`config.mk`:
```
export PLATFORM = sky130hd
export DESIGN_NAME = calc_entry_ctrl_flat
export DESIGN_NICKNAME = d
export VERILOG_FILES = /design/src/rtl/calc_pkg.sv /design/src/rtl/calc_entry_ctrl_if.sv /design/src/rtl/calc_key_filter.sv /design/src/rtl/calc_entry_ctrl.sv /design/src/flat_wrapper.sv
export SDC_FILE = /design/constraint.sdc
export NUM_CORES = 1
export LEC_CHECK = 0
export BUFFER_PORTS_ARGS = -buffer_cell sky130_fd_sc_hd__buf_4
export CORE_MARGIN = 2
export CORE_UTILIZATION = 35
export CTS_CLUSTER_DIAMETER = 80
export DETAILED_ROUTE_END_ITERATION = 10
export PLACE_DENSITY_LB_ADDON = 0.12
export SLEW_MARGIN = 25
export SYNTH_ARGS = -nofsm -noshare
export SYNTH_HDL_FRONTEND = slang
export SYNTH_SLANG_ARGS = --single-unit
```
`constraint.sdc`:
```
create_clock -name clk -period 3.2 [get_ports clk]
set_input_delay 0.48 -clock clk [delete_from_list [all_inputs] [get_ports clk]]
set_output_delay 0.48 -clock clk [all_outputs]
set_load 0.02 [all_outputs]
```
`src/rtl/calc_pkg.sv`:
```
// rtl/calc_pkg.sv - key codes, converter commands, op codes and FSM states for calc_entry_ctrl
package calc_pkg;

  localparam logic [3:0] KEY_PLUS  = 4'hA;
  localparam logic [3:0] KEY_MINUS = 4'hB;
  localparam logic [3:0] KEY_MUL   = 4'hC;
  localparam logic [3:0] KEY_DIV   = 4'hD;
  localparam logic [3:0] KEY_EQ    = 4'hE;
  localparam logic [3:0] KEY_POINT = 4'hF;

  localparam logic [1:0] CONV_CLEAR = 2'b00;
  localparam logic [1:0] CONV_ENTER = 2'b01;
  localparam logic [1:0] CONV_HOLD  = 2'b10;
  localparam logic [1:0] CONV_FINAL = 2'b11;

  localparam logic [1:0] OP_ADD = 2'b00;
  localparam logic [1:0] OP_SUB = 2'b01;
  localparam logic [1:0] OP_MUL = 2'b10;
  localparam logic [1:0] OP_DIV = 2'b11;

  typedef enum logic [2:0] {
    ST_IDLE,
    ST_ENTER_A,
    ST_FIN_A,
    ST_CLR,
    ST_ENTER_B,
    ST_FIN_B,
    ST_DONE,
    ST_ERR
  } state_t;

  function automatic logic is_entry_key(input logic [3:0] k);
    return (k <= 4'd9) || (k == KEY_POINT);
  endfunction

  function automatic logic is_op_key(input logic [3:0] k);
    return (k >= KEY_PLUS) && (k <= KEY_DIV);
  endfunction

  function automatic logic [1:0] op_of_key(input logic [3:0] k);
    case (k)
      KEY_MINUS: return OP_SUB;
      KEY_MUL:   return OP_MUL;
      KEY_DIV:   return OP_DIV;
      default:   return OP_ADD;
    endcase
  endfunction

endpackage

```
`src/rtl/calc_entry_ctrl_if.sv`:
```
// rtl/calc_entry_ctrl_if.sv - keypad, converter and ALU-side signals of calc_entry_ctrl
interface calc_entry_ctrl_if;
  logic        key_valid;
  logic [3:0]  key_code;
  logic [31:0] conv_result;
  logic        conv_complete;
  logic [1:0]  conv_state;
  logic [3:0]  conv_num;
  logic [31:0] opnd_a;
  logic [31:0] opnd_b;
  logic [1:0]  op_code;
  logic        operands_valid;
  logic        busy;
  logic        err;

  modport master (
    output key_valid, key_code, conv_result, conv_complete,
    input  conv_state, conv_num, opnd_a, opnd_b, op_code, operands_valid, busy, err
  );

  modport slave (
    input  key_valid, key_code, conv_result, conv_complete,
    output conv_state, conv_num, opnd_a, opnd_b, op_code, operands_valid, busy, err
  );
endinterface

```
`src/rtl/calc_key_filter.sv`:
```
// rtl/calc_key_filter.sv - per-operand digit limit and single decimal point filter
module calc_key_filter
  import calc_pkg::*;
#(
  parameter int MAX_DIGITS = 9
) (
  input  logic       clk,
  input  logic       rst,
  input  logic       clear,
  input  logic       enable,
  input  logic [3:0] key_code,
  output logic       forward,
  output logic       has_digits
);
  localparam int CW = $clog2(MAX_DIGITS + 1);

  logic [CW-1:0] count;
  logic          point_seen;
  logic          is_point;

  assign is_point   = (key_code == KEY_POINT);
  assign has_digits = (count != '0);
  // A repeated point is dropped without consuming a digit slot.
  assign forward    = enable && is_entry_key(key_code) && (count < CW'(MAX_DIGITS))
                      && !(is_point && point_seen);

  always_ff @(posedge clk) begin
    if (rst || clear) begin
      count      <= '0;
      point_seen <= 1'b0;
    end else if (forward) begin
      count <= count + 1'b1;
      if (is_point) point_seen <= 1'b1;
    end
  end
endmodule

```
`src/rtl/calc_entry_ctrl.sv`:
```
// rtl/calc_entry_ctrl.sv - keypad-to-operand sequencer driving the button-to-number converter
module calc_entry_ctrl
  import calc_pkg::*;
#(
  parameter int MAX_DIGITS   = 9,
  parameter int CONV_TIMEOUT = 64
) (
  input logic               clk,
  input logic               rst,
  calc_entry_ctrl_if.slave  bus
);
  localparam int TW = $clog2(CONV_TIMEOUT + 1);

  state_t        state, state_nxt;
  logic [1:0]    conv_state_q, conv_state_nxt;
  logic [3:0]    conv_num_q, conv_num_nxt;
  logic [31:0]   opnd_a_q, opnd_a_nxt, opnd_b_q, opnd_b_nxt;
  logic [1:0]    op_code_q, op_code_nxt;
  logic          valid_q, valid_nxt, busy_q, busy_nxt, err_q, err_nxt;
  logic [TW-1:0] tmo_q, tmo_nxt;
  logic          fwd, has_digits, flt_enable, flt_clear;

  assign flt_enable = bus.key_valid && (state inside {ST_IDLE, ST_ENTER_A, ST_ENTER_B});
  // Clearing in DONE/ERR leaves the filter empty for the first key seen in IDLE.
  assign flt_clear  = state inside {ST_CLR, ST_DONE, ST_ERR};

  calc_key_filter #(.MAX_DIGITS(MAX_DIGITS)) u_filter (
    .clk        (clk),
    .rst        (rst),
    .clear      (flt_clear),
    .enable     (flt_enable),
    .key_code   (bus.key_code),
    .forward    (fwd),
    .has_digits (has_digits)
  );

  always_comb begin
    state_nxt      = state;
    conv_state_nxt = CONV_HOLD;
    conv_num_nxt   = conv_num_q;
    opnd_a_nxt     = opnd_a_q;
    opnd_b_nxt     = opnd_b_q;
    op_code_nxt    = op_code_q;
    valid_nxt      = 1'b0;
    err_nxt        = 1'b0;
    tmo_nxt        = '0;
    case (state)
      ST_IDLE: begin
        conv_state_nxt = CONV_CLEAR;
        if (fwd) begin
          state_nxt      = ST_ENTER_A;
          conv_state_nxt = CONV_ENTER;
          conv_num_nxt   = bus.key_code;
        end
      end
      ST_ENTER_A: begin
        if (fwd) begin
          conv_state_nxt = CONV_ENTER;
          conv_num_nxt   = bus.key_code;
        end else if (bus.key_valid && is_op_key(bus.key_code) && has_digits) begin
          op_code_nxt    = op_of_key(bus.key_code);
          state_nxt      = ST_FIN_A;
          conv_state_nxt = CONV_FINAL;
        end
      end
      ST_ENTER_B: begin
        if (fwd) begin
          conv_state_nxt = CONV_ENTER;
          conv_num_nxt   = bus.key_code;
        end else if (bus.key_valid && (bus.key_code == KEY_EQ) && has_digits) begin
          state_nxt      = ST_FIN_B;
          conv_state_nxt = CONV_FINAL;
        end
      end
      ST_FIN_A, ST_FIN_B: begin
        conv_state_nxt = CONV_FINAL;
        tmo_nxt        = tmo_q + 1'b1;
        // Completion is checked first so it wins over an expiring timeout.
        if (bus.conv_complete) begin
          tmo_nxt        = '0;
          conv_state_nxt = CONV_CLEAR;
          if (state == ST_FIN_A) begin
            opnd_a_nxt = bus.conv_result;
            state_nxt  = ST_CLR;
          end else begin
            opnd_b_nxt = bus.conv_result;
            valid_nxt  = 1'b1;
            state_nxt  = ST_DONE;
          end
        end else if (tmo_q == TW'(CONV_TIMEOUT - 1)) begin
          tmo_nxt        = '0;
          conv_state_nxt = CONV_CLEAR;
          err_nxt        = 1'b1;
          state_nxt      = ST_ERR;
        end
      end
      ST_CLR: state_nxt = ST_ENTER_B;
      ST_DONE: begin
        conv_state_nxt = CONV_CLEAR;
        state_nxt      = ST_IDLE;
      end
      ST_ERR: begin
        conv_state_nxt = CONV_CLEAR;
        err_nxt        = 1'b1;
        if (bus.key_valid) begin
          err_nxt   = 1'b0;
          state_nxt = ST_IDLE;
        end
      end
      default: begin
        conv_state_nxt = CONV_CLEAR;
        state_nxt      = ST_IDLE;
      end
    endcase
    busy_nxt = state_nxt inside {ST_FIN_A, ST_CLR, ST_FIN_B, ST_DONE};
  end

  always_ff @(posedge clk) begin
    if (rst) begin
      state        <= ST_IDLE;
      conv_state_q <= CONV_CLEAR;
      conv_num_q   <= '0;
      opnd_a_q     <= '0;
      opnd_b_q     <= '0;
      op_code_q    <= OP_ADD;
      valid_q      <= 1'b0;
      busy_q       <= 1'b0;
      err_q        <= 1'b0;
      tmo_q        <= '0;
    end else begin
      state        <= state_nxt;
      conv_state_q <= conv_state_nxt;
      conv_num_q   <= conv_num_nxt;
      opnd_a_q     <= opnd_a_nxt;
      opnd_b_q     <= opnd_b_nxt;
      op_code_q    <= op_code_nxt;
      valid_q      <= valid_nxt;
      busy_q       <= busy_nxt;
      err_q        <= err_nxt;
      tmo_q        <= tmo_nxt;
    end
  end

  assign bus.conv_state     = conv_state_q;
  assign bus.conv_num       = conv_num_q;
  assign bus.opnd_a         = opnd_a_q;
  assign bus.opnd_b         = opnd_b_q;
  assign bus.op_code        = op_code_q;
  assign bus.operands_valid = valid_q;
  assign bus.busy           = busy_q;
  assign bus.err            = err_q;
endmodule

```
`src/flat_wrapper.sv`:
```
// flat-port wrapper written by rule: the top's interface ports become plain ports
module calc_entry_ctrl_flat import calc_pkg::*;
#(
  parameter int MAX_DIGITS   = 9,
  parameter int CONV_TIMEOUT = 64
)
  (clk, rst, bus_key_valid, bus_key_code, bus_conv_result, bus_conv_complete, bus_conv_state, bus_conv_num, bus_opnd_a, bus_opnd_b, bus_op_code, bus_operands_valid, bus_busy, bus_err);
  calc_entry_ctrl_if bus_i ();
  input logic clk;
  input logic rst;
  input wire logic [$bits(bus_i.key_valid)-1:0] bus_key_valid;
  input wire logic [$bits(bus_i.key_code)-1:0] bus_key_code;
  input wire logic [$bits(bus_i.conv_result)-1:0] bus_conv_result;
  input wire logic [$bits(bus_i.conv_complete)-1:0] bus_conv_complete;
  output wire logic [$bits(bus_i.conv_state)-1:0] bus_conv_state;
  output wire logic [$bits(bus_i.conv_num)-1:0] bus_conv_num;
  output wire logic [$bits(bus_i.opnd_a)-1:0] bus_opnd_a;
  output wire logic [$bits(bus_i.opnd_b)-1:0] bus_opnd_b;
  output wire logic [$bits(bus_i.op_code)-1:0] bus_op_code;
  output wire logic [$bits(bus_i.operands_valid)-1:0] bus_operands_valid;
  output wire logic [$bits(bus_i.busy)-1:0] bus_busy;
  output wire logic [$bits(bus_i.err)-1:0] bus_err;
  assign bus_i.key_valid = bus_key_valid;
  assign bus_i.key_code = bus_key_code;
  assign bus_i.conv_result = bus_conv_result;
  assign bus_i.conv_complete = bus_conv_complete;
  assign bus_conv_state = bus_i.conv_state;
  assign bus_conv_num = bus_i.conv_num;
  assign bus_opnd_a = bus_i.opnd_a;
  assign bus_opnd_b = bus_i.opnd_b;
  assign bus_op_code = bus_i.op_code;
  assign bus_operands_valid = bus_i.operands_valid;
  assign bus_busy = bus_i.busy;
  assign bus_err = bus_i.err;
  calc_entry_ctrl #(.MAX_DIGITS(MAX_DIGITS), .CONV_TIMEOUT(CONV_TIMEOUT)) u_core (.clk(clk), .rst(rst), .bus(bus_i));
endmodule
```
After elaboration in Yosys (flattened, before gate mapping) --
Index checks and enable logic that the tools add are counted.
Word-level totals: flip-flop bits (word level) 90, input port bits 40, output and inout port bits 75, logic and storage cells 91
Operators by class: add/subtract/negate cells 2, magnitude comparators 4, eq/ne operators 17, multiplexer cells 24, bitwise gates (word level) 4, reduce and logical (&&, ||, !) cells 28
Operators with widths (number):
- $mux W3 | 9
- $pmux W3 S7 | 1
- $eq A4 B4 Y1 const B | 5
- $eq A3 B3 Y1 const B | 6
- $eq A3 B2 Y1 const B | 4
- $logic_and A1 B1 Y1 | 10
- $pmux W2 S5 | 1
- $reduce_and A3 Y1 | 3
- $le A4 B4 Y1 const B | 2
- $mux W2 | 4
- $reduce_bool A4 Y1 | 2
- $add A7 B1 Y7 const B | 1
- $eq A7 B6 Y1 const B | 1
- $mux W1 | 7
- $pmux W2 S3 | 1
- $reduce_bool A3 Y1 | 2
- $reduce_or A3 Y1 | 2
- $add A4 B1 Y4 const B | 1
- $ge A4 B4 Y1 const B | 1
- $lt A4 B4 Y1 const B | 1
- $not A1 Y1 | 4
- $reduce_and A2 Y1 | 2
- $reduce_or A2 Y1 | 2
- $reduce_or A4 Y1 | 1
- 5 further kinds | 6

Logic depth before layout (Yosys ltp) --
Gate-level depths: netlist of run 1.
depth after elaboration 10, gate-level depth with buffers 8, mapped depth without buffers 7

Modules after synthesis --
From an unflattened synthesis of run 1, not the netlist that was laid out.
Second synthesis, totals: cells, all modules 435, area, all modules 3533.4 µm²
Modules (own cells, without submodules):
- calc_entry_ctrl | times used 1, cells an instance 401, area an instance 3210.6 µm², sequential area each 1701.6 µm²
- calc_key_filter | times used 1, cells an instance 34, area an instance 322.8 µm², sequential area each 100.1 µm²

Least setup slack after synthesis of run 1 --
Ideal clock, no wire load.
kind input to register, start point input port bus_conv_complete, end point register u_core.opnd_b_q[10] (netlist: u_core.bus.opnd_b[10]), library setup time 0.072 ns, arrival time 2.081 ns, required time 3.128 ns, path slack 1.047 ns, cell stages on the path 8, buffers on the path 3, cell sequence buf_2 > nor4bb_1 > clkbuf_1 > a41oi_1 > o311ai_1 > nor4_4 > buf_6 > mux2i_1
Between the ends: longest elaborated chain between the ends 1
Ends and longest elaborated chain:
- from (decl) | line flat_wrapper.sv:14 | input wire logic [$bits(bus_i.conv_complete)-1:0] bus_conv_complete;
- $reduce_and A3 Y1 (no line)
- to (signal assigned) | line calc_entry_ctrl.sv:135 | opnd_b_q <= opnd_b_nxt;
- to (decl) | line calc_entry_ctrl.sv:17 | logic [31:0] opnd_a_q, opnd_a_nxt, opnd_b_q, opnd_b_nxt;
Every way passes these cells. A chain may end at the register's enable or synchronous reset.

==> flow_summary.toml, run 1 <==
[worst_setup_path]
timing.critical_path.to = "u_core.bus.opnd_b[13]$_SDFFE_PP0P_"
crit_type = "reg -> reg"
worstPathArrival_ps = 2780
cp.required_ps = 3480
path_max_fanout = 32
critical-path-max-stage-delay_ps = 510
r2r-end = "u_core.bus.opnd_b[13]$_SDFFE_PP0P_"
startpoint = "u_core.u_filter.count[0]$_SDFFE_PP0P_"
rr_startpoint = "u_core.u_filter.count[0]$_SDFFE_PP0P_"
end_kind = "register"
worstSetupStartpointType = "register"
r2r_cells = 8
reg2reg_slack_ps = 700
path_cells = "inv_1, ha_1, nor3b_2, nor4b_4, a211oi_2, nor4_4, buf_4, mux2i_1"
critPathSlowestCell = "buf_4"

[hold_path]
hold_path_depth = 3
hold_class = "in -> reg"

[die]
dieArea_sq_um = 11800
io_pins = 115
core_sq_um = 10700
initial_core_util_pct = 35.5
fp.dieH_um = 108
die_x_um = 108
std_cell_rows = 38

[synth]
yosys-top-cells-area = "dfxtp_1 47%, nand2b_1 11%, mux2i_1 8.7%"
syn_inst = 431
synth_fp_nets = 474
synth.avg_cell_area_sq_um = 8.85
ys_types = 42
yosysTopAreaCell = "dfxtp_1"
ys_seq_elements = 90
netlist.area_leader.share_pct = 47.2
ys.warnings.count = 0
syn_area_sq_um = 3810
synth_seq_area_share_pct = 47.2

[status]
status = "finished clean"

[final_layout]
final_common_cell = "buf_4"
drive_above_1_share_pct = 26.3
final_cells = 676
postLayoutCoreUtil_pct = 45.9
n_antenna_cell = 0
ff_latch_area_sq_um = 1800
final_nets = 574
areaGrowthSynthToFinish_pct = 29.3
final_cell_mix = "117 x buf_4, 90 x dfxtp_1, 85 x nand2_1"
multi_input_area_sq_um = 1870
fillCellCount = 1094

[routing]
first_pass_iters = 4
drt_wl_total_um = 9320
post-route-drc-count = 0
num_vias = 3160
drt_iter0_markers = 143
wire_per_inst_um = 13.8
via_per_inst = 4.67
ant_nets = 0

[timing]
drv_slew = 0
period_share_pct = 78.1
fmax_mhz = 400
setup_ws_ps = 702
setup_viol = 0
skew_ps = 14.8
post-route-min-period_ps = 2500
worst_slew_pin_slew_ps = 938
tns_ps = 0
rsz0062_at_grt = "false"
hold_viol_final = 0
slew_headroom_pct = 37.4

[global_route]
use_met3_pct = 3.92
busiest_layer = "met2"
grt_overflow = 0
grt_max_degree = 112
grt_pass1_vias = 2973
met1_usage_pct = 20.2
grt_pass1_wl_um = 14700
antenna_found_initial = 0
met2_usage_pct = 26.1
grt.total_usage_pct = 15.9

[cts]
cts_buffer_depth = 2
cts_hold_buf = 0
cts_setup_buffers = 0
root_buffer = "clkbuf_8"
cts.sinks = 90
cts_tree = "built"
clock_latency_ps = 350
cts.clk_slew.worst_paths_ps = 90
numCtsBuffers = 9
cts_max_level = 3
cts_resized = 0

[placed_design]
gp_congestion = 0.875
io_buffers = 114
dp_hpwl_um = 6260
dpl_worst_slack_ps = 738
dp_cells = 660

[power]
vdd_drop_max_mv = 0.245
powerDensity_nw_per_um2 = 410
leakage_nw = 1.93

[job]
max_cap_violations = 0
cell usage after synthesis:
cell type,n
nand3_1,4
a22oi_1,1
and2_1,1
nor3b_2,2
nor4_4,1
xnor2_1,5
a211oi_2,1
o311ai_1,2
dfxtp_1,90
or2_2,2
mux2i_1,33
o21bai_1,1
a2bb2oi_1,2
nand2b_1,68
nand2_1,85
nand4b_1,3
a31oi_1,2
o41ai_1,2
nor4b_4,1
and3_2,1
and4_1,1
o21a_1,1
buf_2,4
a221oi_1,1
and3_1,1
xor2_1,2
ha_1,3
inv_1,6
buf_6,3
and3b_1,2
nand3b_1,2
nor2b_1,2
a21oi_1,44
nor4b_1,1
nor3_1,4
o21ai_0,2
clkbuf_1,20
buf_1,1
a41oi_1,2
a21o_1,2
nor4bb_1,1
nor2_1,19
stage by stage:
| stage | total power, W | hold slack [ps] | cell area (sq um) |
|---|---|---|---|
| 2_1_floorplan | 0.00126 | 418 | 3810 |
| 3_3_place_gp | 0.00133 | 432 | 4750 |
| 3_5_place_dp | 0.00133 | 441 | 4750 |
| 5_1_grt | 0.00212 | 357 | 4930 |
| 4_1_cts | 0.00206 | 356 | 4930 |
| 6_report | 0.00202 | 376 | 4930 |
how the worst min path moves through the flow:
stage	startpoint	to
5_1_grt	bus_conv_result[18]	u_core.bus.opnd_a[18]$_SDFFE_PP0P_
6_report	bus_conv_result[18]	u_core.bus.opnd_a[18]$_SDFFE_PP0P_
3_5_place_dp	u_core.tmo_q[0]$_SDFF_PP0_	u_core.tmo_q[0]$_SDFF_PP0_
2_1_floorplan	u_core.tmo_q[0]$_SDFF_PP0_	u_core.tmo_q[0]$_SDFF_PP0_
4_1_cts	bus_conv_result[16]	u_core.bus.opnd_a[16]$_SDFFE_PP0P_
3_3_place_gp	u_core.tmo_q[0]$_SDFF_PP0_	u_core.tmo_q[0]$_SDFF_PP0_
where the power goes:
group	switching [W]	leakage [nW]	total, W	internal (W)
clock network	0.000395	0.0924	0.000720	0.000324
registers	0.0000107	0.726	0.00114	0.00113
logic	0.0000837	1.11	0.000165	0.0000814
flip-flops by register name, indices dropped and copies added, names as in the netlist, 2 cells and up:
name,count
u_core.bus.conv_num,4
u_core.bus.conv_state,2
u_core.bus.op_code,2
u_core.bus.opnd_a,32
u_core.bus.opnd_b,32
u_core.state,3
u_core.tmo_q,7
u_core.u_filter.count,4
per-layer routing:
layer / up-vias / share of wire, %
li1: 1624 / -
met1: 1434 / 46
met2: 93 / 47
met3: 9 / 5.5
met4: 0 / 1.5
met5: - / 0
final cells by class:
type / instances / area share (%)
clock buffer: 12 / 3.15
sequential: 90 / 36.5
multi-input combinational: 307 / 38.0
clock inverter: 4 / 0.533
inverter: 6 / 0.457
tap: 140 / 3.55
timing repair buffer: 117 / 17.8
critical path, delay by kind of cell (launching register included):
family          cells  cell delay [ps]
simple gates        3              850
buf+inv             2              570
flops               1              400
mux                 1              240
fa+ha+maj           1              200
compound gates      1              140
cells by family (layout without fill, tap and decap cells):
logic type | Yosys count | in the layout | share of synthesized area [%]
AOI/OAI and AO/OA | 63 | 63 | 9.74
DFF | 90 | 90 | 47.2
buffers and inverters | 34 | 139 | 4.07
and+or+nand+nor | 201 | 201 | 27.7
xor gates and xnor gates | 7 | 7 | 1.61
adders and majority gates | 3 | 3 | 0.984
muxes | 33 | 33 | 8.66
No activity file was read; power rests on OpenSTA's default activity.
==> run 2, diff against run 1 <==
==> constraint.sdc (replaced) <==
create_clock -name clk -period 2.05 [get_ports clk]
set_input_delay 0.3075 -clock clk [delete_from_list [all_inputs] [get_ports clk]]
set_output_delay 0.3075 -clock clk [all_outputs]
set_load 0.02 [all_outputs]
==> run 2 against run 1 <==
Effect of this change: the run now ends with setup timing left; highest routed layer unchanged; critical endpoint is now u_core.bus.opnd_b[29]$_SDFFE_PP0P_; maximum frequency rose by 20%; utilization rose by 4.6 points; final cell count rose by 4.6%; wire length rose by 7.0%; critical path type unchanged; sequential share of layout area fell by 3.0 points; global-route usage rose by 0.75 points; clock-buffer cell count did not move.
==> flow_summary.toml, run 2 (synthesis results as in run 1) <==
[status]
status = "finished with violations"
violations = "setup timing"

[worst_setup_path]
worstPathArrival_ps = 2360
end_kind = "register"
crit_type = "reg -> reg"
worstSetupStartpointType = "register"
path_max_fanout = 6
cp.required_ps = 2330

[power]
powerDensity_nw_per_um2 = 621
vdd_drop_max_mv = 0.356
leakage_nw = 2.16

[global_route]
grt.total_usage_pct = 16.6
grt_overflow = 0
grt_max_degree = 52
grt_pass1_wl_um = 15400
grt_pass1_vias = 3181
antenna_found_initial = 0

[cts]
clock_latency_ps = 350
cts.clk_slew.worst_paths_ps = 90
cts_buffer_depth = 2
cts_hold_buf = 0
cts.sinks = 90
numCtsBuffers = 9
cts_max_level = 3
cts_tree = "built"
root_buffer = "clkbuf_8"

[final_layout]
drive_above_1_share_pct = 33.0
final_common_cell = "buf_4"
final_cell_mix = "141 x buf_4, 85 x nand2_1, 83 x dfxtp_1"
areaGrowthSynthToFinish_pct = 42.2
final_nets = 606
n_antenna_cell = 0
post-route-cell-area_sq_um = 5430

[placed_design]
dpl_worst_slack_ps = -94.4
place_area_sq_um = 4970
io_buffers = 114
dp_hpwl_um = 6840
gp_congestion = 0.860

[die]
std_cell_rows = 38
core_sq_um = 10700
fp.dieH_um = 108
dieArea_sq_um = 11800
initial_core_util_pct = 35.5
io_pins = 115
die_x_um = 108

[timing]
drv_slew = 0
rsz0062_at_grt = "true"
post-route-min-period_ps = 2080
skew_ps = 8.80
worst_slew_pin_slew_ps = 485
period_share_pct = 101
setup_ws_ps = -26.6
slew_headroom_pct = 67.6
setup_viol = 13
hold_viol_final = 0
fmax_mhz = 482

[routing]
drt_iter0_markers = 114
first_pass_iters = 4
num_vias = 3302
via_per_inst = 4.67
drt_wl_total_um = 9970
post-route-drc-count = 0
wire_per_inst_um = 14.1
ant_nets = 0

[hold_path]
hold_class = "in -> reg"

[job]
max_cap_violations = 0
==> run 2: cell count changes in the layout (fill, tap and decap cells not counted), sizes merged <==
cell	before	now
clkinv	3	0
clkbuf	12	15
bufinv	0	1
buf	117	146
inv	6	7
==> run 2: critical path, cell delays in order (launching register included) <==
cell and delay [ps]:
dfxtp_4 370, ha_4 140, nand3_4 70, o41ai_4 360, a31oi_2 180, nor4_4 300, buf_6 210, clkbuf_16 170
mux2i_1 180
==> run 2: cell type report <==
cell class | instances | area [sq um]
clock buffers | 12 | 165
inverters | 6 | 22.5
clock inverters | 3 | 46.3
repair buffers | 149 | 1230
fillers | 1083 | 5320
multi-input cells | 307 | 1970
flip-flops and latches | 90 | 1820
well taps | 140 | 175
==> run 2: per-layer routing <==
metal | GRT usage (%) | share of wire (%) | vias up
li1 | - | - | 1682
met1 | 21.8 | 47 | 1543
met2 | 27.4 | 47 | 67
met3 | 2.71 | 4.5 | 10
met4 | 6.32 | 1.4 | 0
met5 | 0 | 0 | -
==> run 2: what timing repair did <==
action / in CTS / in global routing
cloned: 1 / 3
endpoints found under the setup margin: 32 / 34
pin swaps: 3 / 6
setup buffers: 2 / 3
gates resized for setup: 8 / 17
==> run 2: report_power, final <==
part | leakage, nW | total (W) | switching (W) | internal (W)
Sequential | 0.730 | 0.00177 | 0.0000140 | 0.00176
Combinational | 1.33 | 0.000303 | 0.000147 | 0.000156
Clock | 0.105 | 0.00129 | 0.000628 | 0.000662
Total | 2.16 | 0.00337 | 0.000789 | 0.00258
==> run 2: worst paths after layout <==
| kind | start | to | slack, ps | cells past startpoint |
|---|---|---|---|---|
| max | u_core.tmo_q[0]$_SDFF_PP0_ | u_core.bus.opnd_b[29]$_SDFFE_PP0P_ | -30 | 8 |
| min | bus_conv_result[14] | u_core.bus.opnd_a[14]$_SDFFE_PP0P_ | 200 | 3 |
| max reg2reg | u_core.tmo_q[0]$_SDFF_PP0_ | u_core.bus.opnd_b[29]$_SDFFE_PP0P_ | -30 | 8 |
| min reg2reg | u_core.bus.opnd_a[15]$_SDFFE_PP0P_ | u_core.bus.opnd_a[15]$_SDFFE_PP0P_ | 460 | 2 |
==> run 2: metrics by stage <==
| stage | total power, W | std cells | hold slack (ps) | utilization [%] | setup TNS, ps |
|---|---|---|---|---|---|
| final | 0.00337 | 707 | 204 | 50.5 | -105 |
| after global placement | 0.00211 | 683 | 432 | 46.2 | 0 |
| after floorplan | 0.00197 | 431 | 418 | - | 0 |
| after CTS | 0.00341 | 701 | 186 | 49.0 | -516 |
| after global routing | 0.00350 | 707 | 185 | 50.5 | -2730 |
| after detailed placement | 0.00211 | 683 | 446 | 46.2 | -1550 |
==> run 3, diff against run 2 <==
==> constraint.sdc (replaced) <==
create_clock -name clk -period 2.7 [get_ports clk]
set_input_delay 0.405 -clock clk [delete_from_list [all_inputs] [get_ports clk]]
set_output_delay 0.405 -clock clk [all_outputs]
set_load 0.02 [all_outputs]
==> run 3 against run 2 <==
Effect of this change: the flow now finishes without violations; highest routed layer unchanged; final cell count shrank 4.0%; combinational power shrank 34%; maximum frequency shrank 9.1%; wire length shrank 7.6%.
==> flow_summary.toml, run 3 (synthesis results as in run 1) <==
[worst_setup_path]
cp.required_ps = 2980
path_max_fanout = 32
worstSetupStartpointType = "register"
critPathSlowestCell = "dfxtp_1"
crit_type = "reg -> reg"
reg2reg_slack_ps = 410
end_kind = "register"
path_cells = "inv_1, ha_1, nor3b_2, nor4b_4, a211oi_2, nor4_4, buf_12, mux2i_1"
worstPathArrival_ps = 2570
critical-path-max-stage-delay_ps = 400

[hold_path]
hold_class = "in -> reg"

[timing]
tns_ps = 0
slew_headroom_pct = 58.8
drv_slew = 0
post-route-min-period_ps = 2290
skew_ps = 6.11
period_share_pct = 84.7
setup_viol = 0
worst_slew_pin_slew_ps = 608
hold_viol_final = 0
fmax_mhz = 438
rsz0062_at_grt = "false"

[final_layout]
final_common_cell = "buf_4"
final_nets = 577
final_cells = 679
drive_above_1_share_pct = 26.5
final_cell_mix = "119 x buf_4, 90 x dfxtp_1, 85 x nand2_1"
fillCellCount = 1094
n_antenna_cell = 0
areaGrowthSynthToFinish_pct = 30.3

[power]
net-switching-power_w = 0.000571
powerDensity_nw_per_um2 = 489
p_clk_share_pct = 36.3
swShare_pct = 23.5
vdd_drop_max_mv = 0.205
share_seq_of_total_power_pct = 55.5
power_frac_comb_pct = 8.2
intPower_w = 0.00186
leakage_nw = 1.94

[placed_design]
dp_hpwl_um = 6460
io_buffers = 114
dp_cells = 663
gp_congestion = 0.855

[global_route]
grt_pass1_wl_um = 14300
grt_max_degree = 45
antenna_found_initial = 0
grt.total_usage_pct = 15.7
grt_overflow = 0
grt_pass1_vias = 2868

[die]
fp.dieH_um = 108
io_pins = 115
std_cell_rows = 38
die_x_um = 108
dieArea_sq_um = 11800
initial_core_util_pct = 35.5
core_sq_um = 10700

[routing]
via_per_inst = 4.66
drt_wl_total_um = 9210
first_pass_iters = 4
num_vias = 3163
wire_per_inst_um = 13.6
post-route-drc-count = 0
drt_iter0_markers = 154
ant_nets = 0

[cts]
cts_setup_buffers = 0
numCtsBuffers = 9
cts.sinks = 90
cts_max_level = 3
root_buffer = "clkbuf_8"
cts_tree = "built"
cts_hold_buf = 0
clock_latency_ps = 350
cts_buffer_depth = 2
cts.clk_slew.worst_paths_ps = 90
cts_resized = 0

[job]
max_cap_violations = 0

[status]
status = "finished clean"
-- run 3: area by class of cell --
cell class | instances | area [sq um] | area share, %
sequential | 90 | 1800 | 36.2
inverter | 6 | 22.5 | 0.453
multi-input combinational | 307 | 1870 | 37.7
timing repair buffer | 120 | 913 | 18.4
tap | 140 | 175 | 3.52
clock buffer | 11 | 131 | 2.64
clock inverter | 5 | 55.1 | 1.11
-- run 3: stage by stage --
stage | area (sq um) | utilization, % | power [W] | hold WS (ps) | worst slack [ps]
global route | 4970 | 46.3 | 0.00255 | 285 | 250
floorplan | 3810 | - | 0.00149 | 418 | 586
global placement | 4790 | 44.5 | 0.00158 | 431 | 528
finish | 4970 | 46.3 | 0.00243 | 299 | 414
CTS | 4970 | 46.3 | 0.00248 | 271 | 395
detailed placement | 4790 | 44.5 | 0.00158 | 444 | 415
-- run 3: final timing paths --
| kind | startpoint | end | depth (start not counted) |
|---|---|---|---|
| worst max-delay path | u_core.u_filter.count[0]$_SDFFE_PP0P_ | u_core.bus.opnd_b[23]$_SDFFE_PP0P_ | 8 |
| worst min-delay path | bus_conv_result[17] | u_core.bus.opnd_a[17]$_SDFFE_PP0P_ | 3 |
| worst max register to register | u_core.u_filter.count[0]$_SDFFE_PP0P_ | u_core.bus.opnd_b[23]$_SDFFE_PP0P_ | 8 |
| worst min register to register | u_core.bus.conv_num[0]$_SDFFE_PP0P_ | u_core.bus.conv_num[0]$_SDFFE_PP0P_ | 2 |
-- run 3: critical path, delay by kind of cell (launching register included) --
family,cells,cell delay [ps]
muxes,1,230
AOI/OAI and AO/OA,1,130
buffers and inverters,2,350
and+or+nand+nor,3,900
adders and majority gates,1,200
DFF,1,400
-- run 3: power by group through the flow --
stage          Sequential, W  Combinational (W)  Clock, W
2_1_floorplan        0.00138           0.000108         0
4_1_cts              0.00135           0.000199  0.000928
3_5_place_dp         0.00138           0.000199         0
5_1_grt              0.00135           0.000216  0.000984
3_3_place_gp         0.00138           0.000200         0
6_report             0.00135           0.000199  0.000884
-- run 3: per-layer routing --
| metal | track usage, % | vias up | share of wire (%) |
|---|---|---|---|
| met3 | 2.95 | 10 | 5.1 |
| met4 | 7.97 | 0 | 1.8 |
| met2 | 25.3 | 78 | 48 |
| li1 | - | 1628 | - |
| met1 | 20.0 | 1447 | 46 |
| met5 | 0 | - | 0 |
